## src/rtl/dma_copy_master.sv

```systemverilog
// DMA copy initiator: moves len 16-bit words src->dst on the MSP430 DMA port, one read beat then one write beat per word.
// Optional feature: define DMA_KEY_GUARD_EN to refuse any beat whose address falls inside the key-memory window.
module dma_copy_master #(
    parameter logic [15:0] KMEM_BASE = 16'hFEFE,
    parameter logic [15:0] KMEM_SIZE = 16'h001F,
    parameter int          LEN_W     = 8
) (
    input  logic             clk,
    input  logic             reset_n,
    input  logic             start,
    input  logic [15:0]      src_addr,
    input  logic [15:0]      dst_addr,
    input  logic [LEN_W-1:0] len,
    input  logic             abort,
    output logic             busy,
    output logic             done,
    output logic             err,
    output logic [15:0]      dma_addr,
    output logic             dma_en,
    output logic [1:0]       dma_we,
    output logic [15:0]      dma_din,
    input  logic [15:0]      dma_dout,
    input  logic             dma_ready,
    input  logic             dma_resp
);

`ifdef DMA_KEY_GUARD_EN
    localparam bit GUARD_EN = 1'b1;
`else
    localparam bit GUARD_EN = 1'b0;
`endif

    typedef enum logic [2:0] {S_IDLE, S_RD, S_RDWAIT, S_WR, S_FINISH, S_ERR} state_t;

    state_t           state_q, state_d;
    logic [15:0]      src_q, src_d;
    logic [15:0]      dst_q, dst_d;
    logic [15:0]      data_q, data_d;
    logic [LEN_W-1:0] rem_q, rem_d;
    logic [15:0]      next_src, next_dst;

    // Window end is computed in 17 bits so a region touching 16'hFFFF cannot wrap.
    function automatic logic in_kmem(input logic [15:0] a);
        logic [16:0] lo;
        logic [16:0] hi;
        lo = {1'b0, KMEM_BASE};
        hi = lo + {1'b0, KMEM_SIZE};
        return ({1'b0, a} >= lo) && ({1'b0, a} < hi);
    endfunction

    always_ff @(posedge clk or negedge reset_n) begin
        if (!reset_n) begin
            state_q <= S_IDLE;
            src_q   <= '0;
            dst_q   <= '0;
            data_q  <= '0;
            rem_q   <= '0;
        end else begin
            state_q <= state_d;
            src_q   <= src_d;
            dst_q   <= dst_d;
            data_q  <= data_d;
            rem_q   <= rem_d;
        end
    end

    assign next_src = src_q + 16'd2;
    assign next_dst = dst_q + 16'd2;

    always_comb begin
        state_d  = state_q;
        src_d    = src_q;
        dst_d    = dst_q;
        data_d   = data_q;
        rem_d    = rem_q;
        busy     = (state_q != S_IDLE);
        done     = (state_q == S_FINISH);
        err      = (state_q == S_ERR);
        dma_en   = 1'b0;
        dma_we   = 2'b00;
        dma_addr = '0;
        dma_din  = '0;

        case (state_q)
            S_IDLE: begin
                if (start) begin
                    src_d = src_addr;
                    dst_d = dst_addr;
                    rem_d = len;
                    if (src_addr[0] || dst_addr[0])            state_d = S_ERR;
                    else if (len == '0)                        state_d = S_FINISH;
                    else if (GUARD_EN && in_kmem(src_addr))    state_d = S_ERR;
                    else                                       state_d = S_RD;
                end
            end
            S_RD: begin
                dma_en   = 1'b1;
                dma_addr = src_q;
                if (dma_ready) state_d = dma_resp ? S_ERR : S_RDWAIT;
            end
            S_RDWAIT: begin
                data_d = dma_dout;
                if (abort)                              state_d = S_ERR;
                else if (GUARD_EN && in_kmem(dst_q))    state_d = S_ERR;
                else                                    state_d = S_WR;
            end
            // The last word's completion takes priority over a simultaneous abort.
            S_WR: begin
                dma_en   = 1'b1;
                dma_we   = 2'b11;
                dma_addr = dst_q;
                dma_din  = data_q;
                if (dma_ready) begin
                    if (dma_resp) begin
                        state_d = S_ERR;
                    end else begin
                        src_d = next_src;
                        dst_d = next_dst;
                        rem_d = rem_q - LEN_W'(1);
                        if (rem_q == LEN_W'(1))                     state_d = S_FINISH;
                        else if (abort)                             state_d = S_ERR;
                        else if (GUARD_EN && in_kmem(next_src))     state_d = S_ERR;
                        else                                        state_d = S_RD;
                    end
                end
            end
            S_FINISH: state_d = S_IDLE;
            S_ERR:    state_d = S_IDLE;
            default:  state_d = S_IDLE;
        endcase
    end

endmodule

```

## config.mk

```make
export PLATFORM = sky130hd
export DESIGN_NAME = dma_copy_master
export DESIGN_NICKNAME = d
export VERILOG_FILES = /design/src/rtl/dma_copy_master.sv
export SDC_FILE = /design/constraint.sdc
export NUM_CORES = 1
export LEC_CHECK = 0
export CAP_MARGIN = 25
export CORE_MARGIN = 2
export CORE_UTILIZATION = 45
export CTS_BUF_LIST = sky130_fd_sc_hd__clkbuf_2
export DETAILED_ROUTE_END_ITERATION = 12
export PLACE_DENSITY = 0.88
export SLEW_MARGIN = 30
export SYNTH_ARGS = -nofsm -noshare
export SYNTH_HDL_FRONTEND = slang
export SYNTH_SLANG_ARGS = --single-unit
```

## constraint.sdc

```tcl
create_clock -name clk -period 1.7 [get_ports clk]
set_input_delay 0.34 -clock clk [delete_from_list [all_inputs] [get_ports clk]]
set_output_delay 0.34 -clock clk [all_outputs]
set_load 0.1 [all_outputs]
```

==> reports/results.tsv, run 1 <==
stage	metric	value	unit
run_status	status	finished with violations	
run_status	failing checks	setup timing	
critical_path	CP cell instances	nand3b_1 > inv_4 > buf_12 > nand2_1 > nand2_4 > buf_12	
synthesis	flop and latch count out of synthesis	59	
drt	final WL	19.1	mm
drt	residual DRC count	0	
synthesis	Yosys top cell by area	dfrtp_1	
drt	antenna-violating nets left	0	
min_path	worst hold path type	in2async	
critical_path	crit-path leading delay family	simple AND/OR/NAND/NOR gates	
sta	max-slew violations	0	
placed_design	port bufs	99	
cts	Clock Latency Late Sink	0.56	ns
synthesis	Cell Area, Synth	3590	µm²
layout	cell area after layout	6780	µm²
cts	clock slew at reported path FFs	0.22	ns
synthesis	syn_area_per_cell	8.82	µm²
floorplanning	Die W	93.3	µm
cts	H-tree levels	3	
pwr	leakage	2.83	nW
critical_path	Worst setup SP type	flip-flop	
critical_path	largest stage delay on the critical path	0.44	ns
pwr	power consumption	15.6	mW
grt	GRT overflow	0	
synthesis	Synth Flop Type	dfrtp_1	
sta	final worst setup slack	-0.678	ns
critical_path	slowest cell on the critical path	dfrtp_1	
layout	most frequent cells in the layout	60 x clkdlybuf4s50_1, 57 x dfrtp_1, 47 x buf_12, 47 x buf_4, 24 x nand2_1	
floorplanning	die area	8710	µm²
flow_run	Max-Cap Viols	0	
cts	# clock sinks	59	
critical_path	worst r2r path cells	9	
critical_path	r2r startpoint	state_q[0]	
placed_design	Inst Count DP	619	
sta	Hold Slack	0.305	ns
layout	Finished Core Util	87.8	%
layout	fill cell count	311	
synthesis	Cells after Synth	407	
sta	clk_skew	0.0352	ns
grt	vias in the first global route	4358	
floorplanning	FP Rows	32	
critical_path	critical path type	reg2out	
synthesis	Yosys cell types	50	
grt	initial antenna violation count	2	
placed_design	DP HPWL	8.42	mm
grt	total track usage	33.8	%
placed_design	gp weighted congestion	0.905	
synthesis	sequential share of the synthesized area	41.1	%
floorplanning	Die Span Y	93.3	µm
pwr	Power Density	2310	nW/µm²
layout	final net count	638	
synthesis	warning count from the yosys run	0	
layout	area grow syn2layout	89.0	%
sta	crit share post-route	140	%
critical_path	CP max FO	18	
layout	most common cell after layout, fill and taps aside	clkdlybuf4s50_1	
placed_design	worst slack at placement	-0.362	ns
pwr	Worst VDD drop	1.29	mV
grt	largest net degree at the start of global routing	60	
layout	non-filler cells, final	680	
sta	TNS Setup	-37.46	ns
sta	Least-Margin Pin Slew	0.634	ns
floorplanning	Core ar.	7730	µm²
drt	vias per cell	7.10	
synthesis	EDFF count, synth	0	
critical_path	Worst Path Buf+Inv	3	
sta	Final min period	2.38	ns
floorplanning	Initial Util	46.5	%
floorplanning	I/O Pins	100	
cts	CTS tree	done	
placed_design	Post-DP Area	5540	µm²
synthesis	async set or reset register ratio after synthesis	100	%
sta	worst relative slew slack	57.4	%
drt	DR pass1 iterations	6	
critical_path	r2r setup slk	-0.47	ns
grt	first-pass GRT wire length	22.8	mm
drt	wire per inst	28.1	µm
drt	1st-iter DRT viols	664	
critical_path	RR Endpoint	state_q[0]	
cts	maximum root-to-sink buffer count	2	
synthesis	Yosys top cell area share	41.1	%
sta	RSZ-0062 raised after global routing	yes	
layout	share of layout cells above drive strength 1	46.6	%
synthesis	net count after synthesis	473	
cts	cts bufs inserted	9	
drt	vias	4828	
sta	FMAX	421	MHz
cts	Root Driver	clkbuf_2	
critical_path	Worst EP required	1.36	ns
sta	Fin. Hold Viols	0	
synthesis	synth top area cells	dfrtp_1 41%, mux2_2 5.6%, a21oi_1 5.2%, nand2_1 4.0%, a2bb2oi_1 3.9%	
sta	Final setup viols	97	
critical_path	Worst setup EP type	output port	
critical_path	CP dominant cell by count	buf_12	
critical_path	critical path arrival	2.04	ns
[cells by family (layout without fill, tap and decap cells)]
family          after synthesis  in the layout  share of synthesized area, %
compound gates              131            131                          24.1
fa+ha+maj                     4              4                          1.39
buf+inv                      43            213                          5.23
flops                        59             59                          41.1
mux                          19             19                          5.93
other cells                   0              1                             0
simple gates                151            151                          22.2
[where the power goes]
group,internal (mW),switching [mW]
clock network,0.631,0.643
logic,4.91,6.35
registers,2.10,1.01
[layer usage]
metal	part of all wire, %	vias up	GRT usage [%]
li1	-	1851	-
met1	33	2293	40.6
met2	47	512	57.6
met3	11	172	5.80
met4	8.7	0	17.8
met5	0	-	0
[registers in the layout, summed over array words and instances, names as in the netlist]
| register | cells |
|---|---|
| src_q | 16 |
| rem_q | 8 |
| state_q | 3 |
| data_q | 16 |
| dst_q | 16 |
[final cells by class]
class	count	area (µm²)	share of cell area, %
diodes	1	2.50	0.0369
clock buffers	10	50.0	0.738
clock inverters	6	104	1.53
inverters	10	43.8	0.646
multi-input cells	305	2610	38.5
flip-flops and latches	59	1480	21.8
well taps	102	128	1.88
repair buffers	187	2360	34.8
[worst max-delay path by stage]
stage | startpoint | to | slack (ns) | depth (start not counted)
2_1_floorplan | state_q[2] | err | -0.26 | 3
3_3_place_gp | start | dst_q[14] | -0.35 | 5
3_5_place_dp | start | dst_q[4] | -0.36 | 6
4_1_cts | state_q[1] | dma_addr[12] | -0.50 | 6
5_1_grt | state_q[2] | dma_addr[6] | -0.70 | 6
6_report | state_q[2] | dma_addr[6] | -0.68 | 6
[tightest hold or removal path: cells and delay by family]
| kind | cells | cell delay [ns] |
|---|---|---|
| buffers and inverters | 3 | 0.94 |
[cells in the mapped netlist, types with 9 or more instances]
cell type,number
and2_1,22
o22ai_1,14
clkbuf_1,18
a22o_1,12
dfrtp_1,59
a21oi_1,37
nand4_1,11
nand3_1,20
buf_2,12
and3_1,9
o21ai_0,20
inv_1,10
nor2_1,24
mux2_2,18
nand2_1,38
a2bb2oi_1,16
[timing repair]
item,in CTS,in global routing
endpoints found under the hold margin,59,0
pin swaps,7,18
resized for setup,58,112
setup endpoints to repair,66,94
hold buffers,1,0
cloned,7,2
setup buffers,17,22
(Power assumes the default switching activity.)
==> run 2, diff against run 1 <==
- SLEW_MARGIN: 30 -> 15
==> results of run 2 <==
Same layout as run 1: the final DEF is identical, and so are final timing and power.
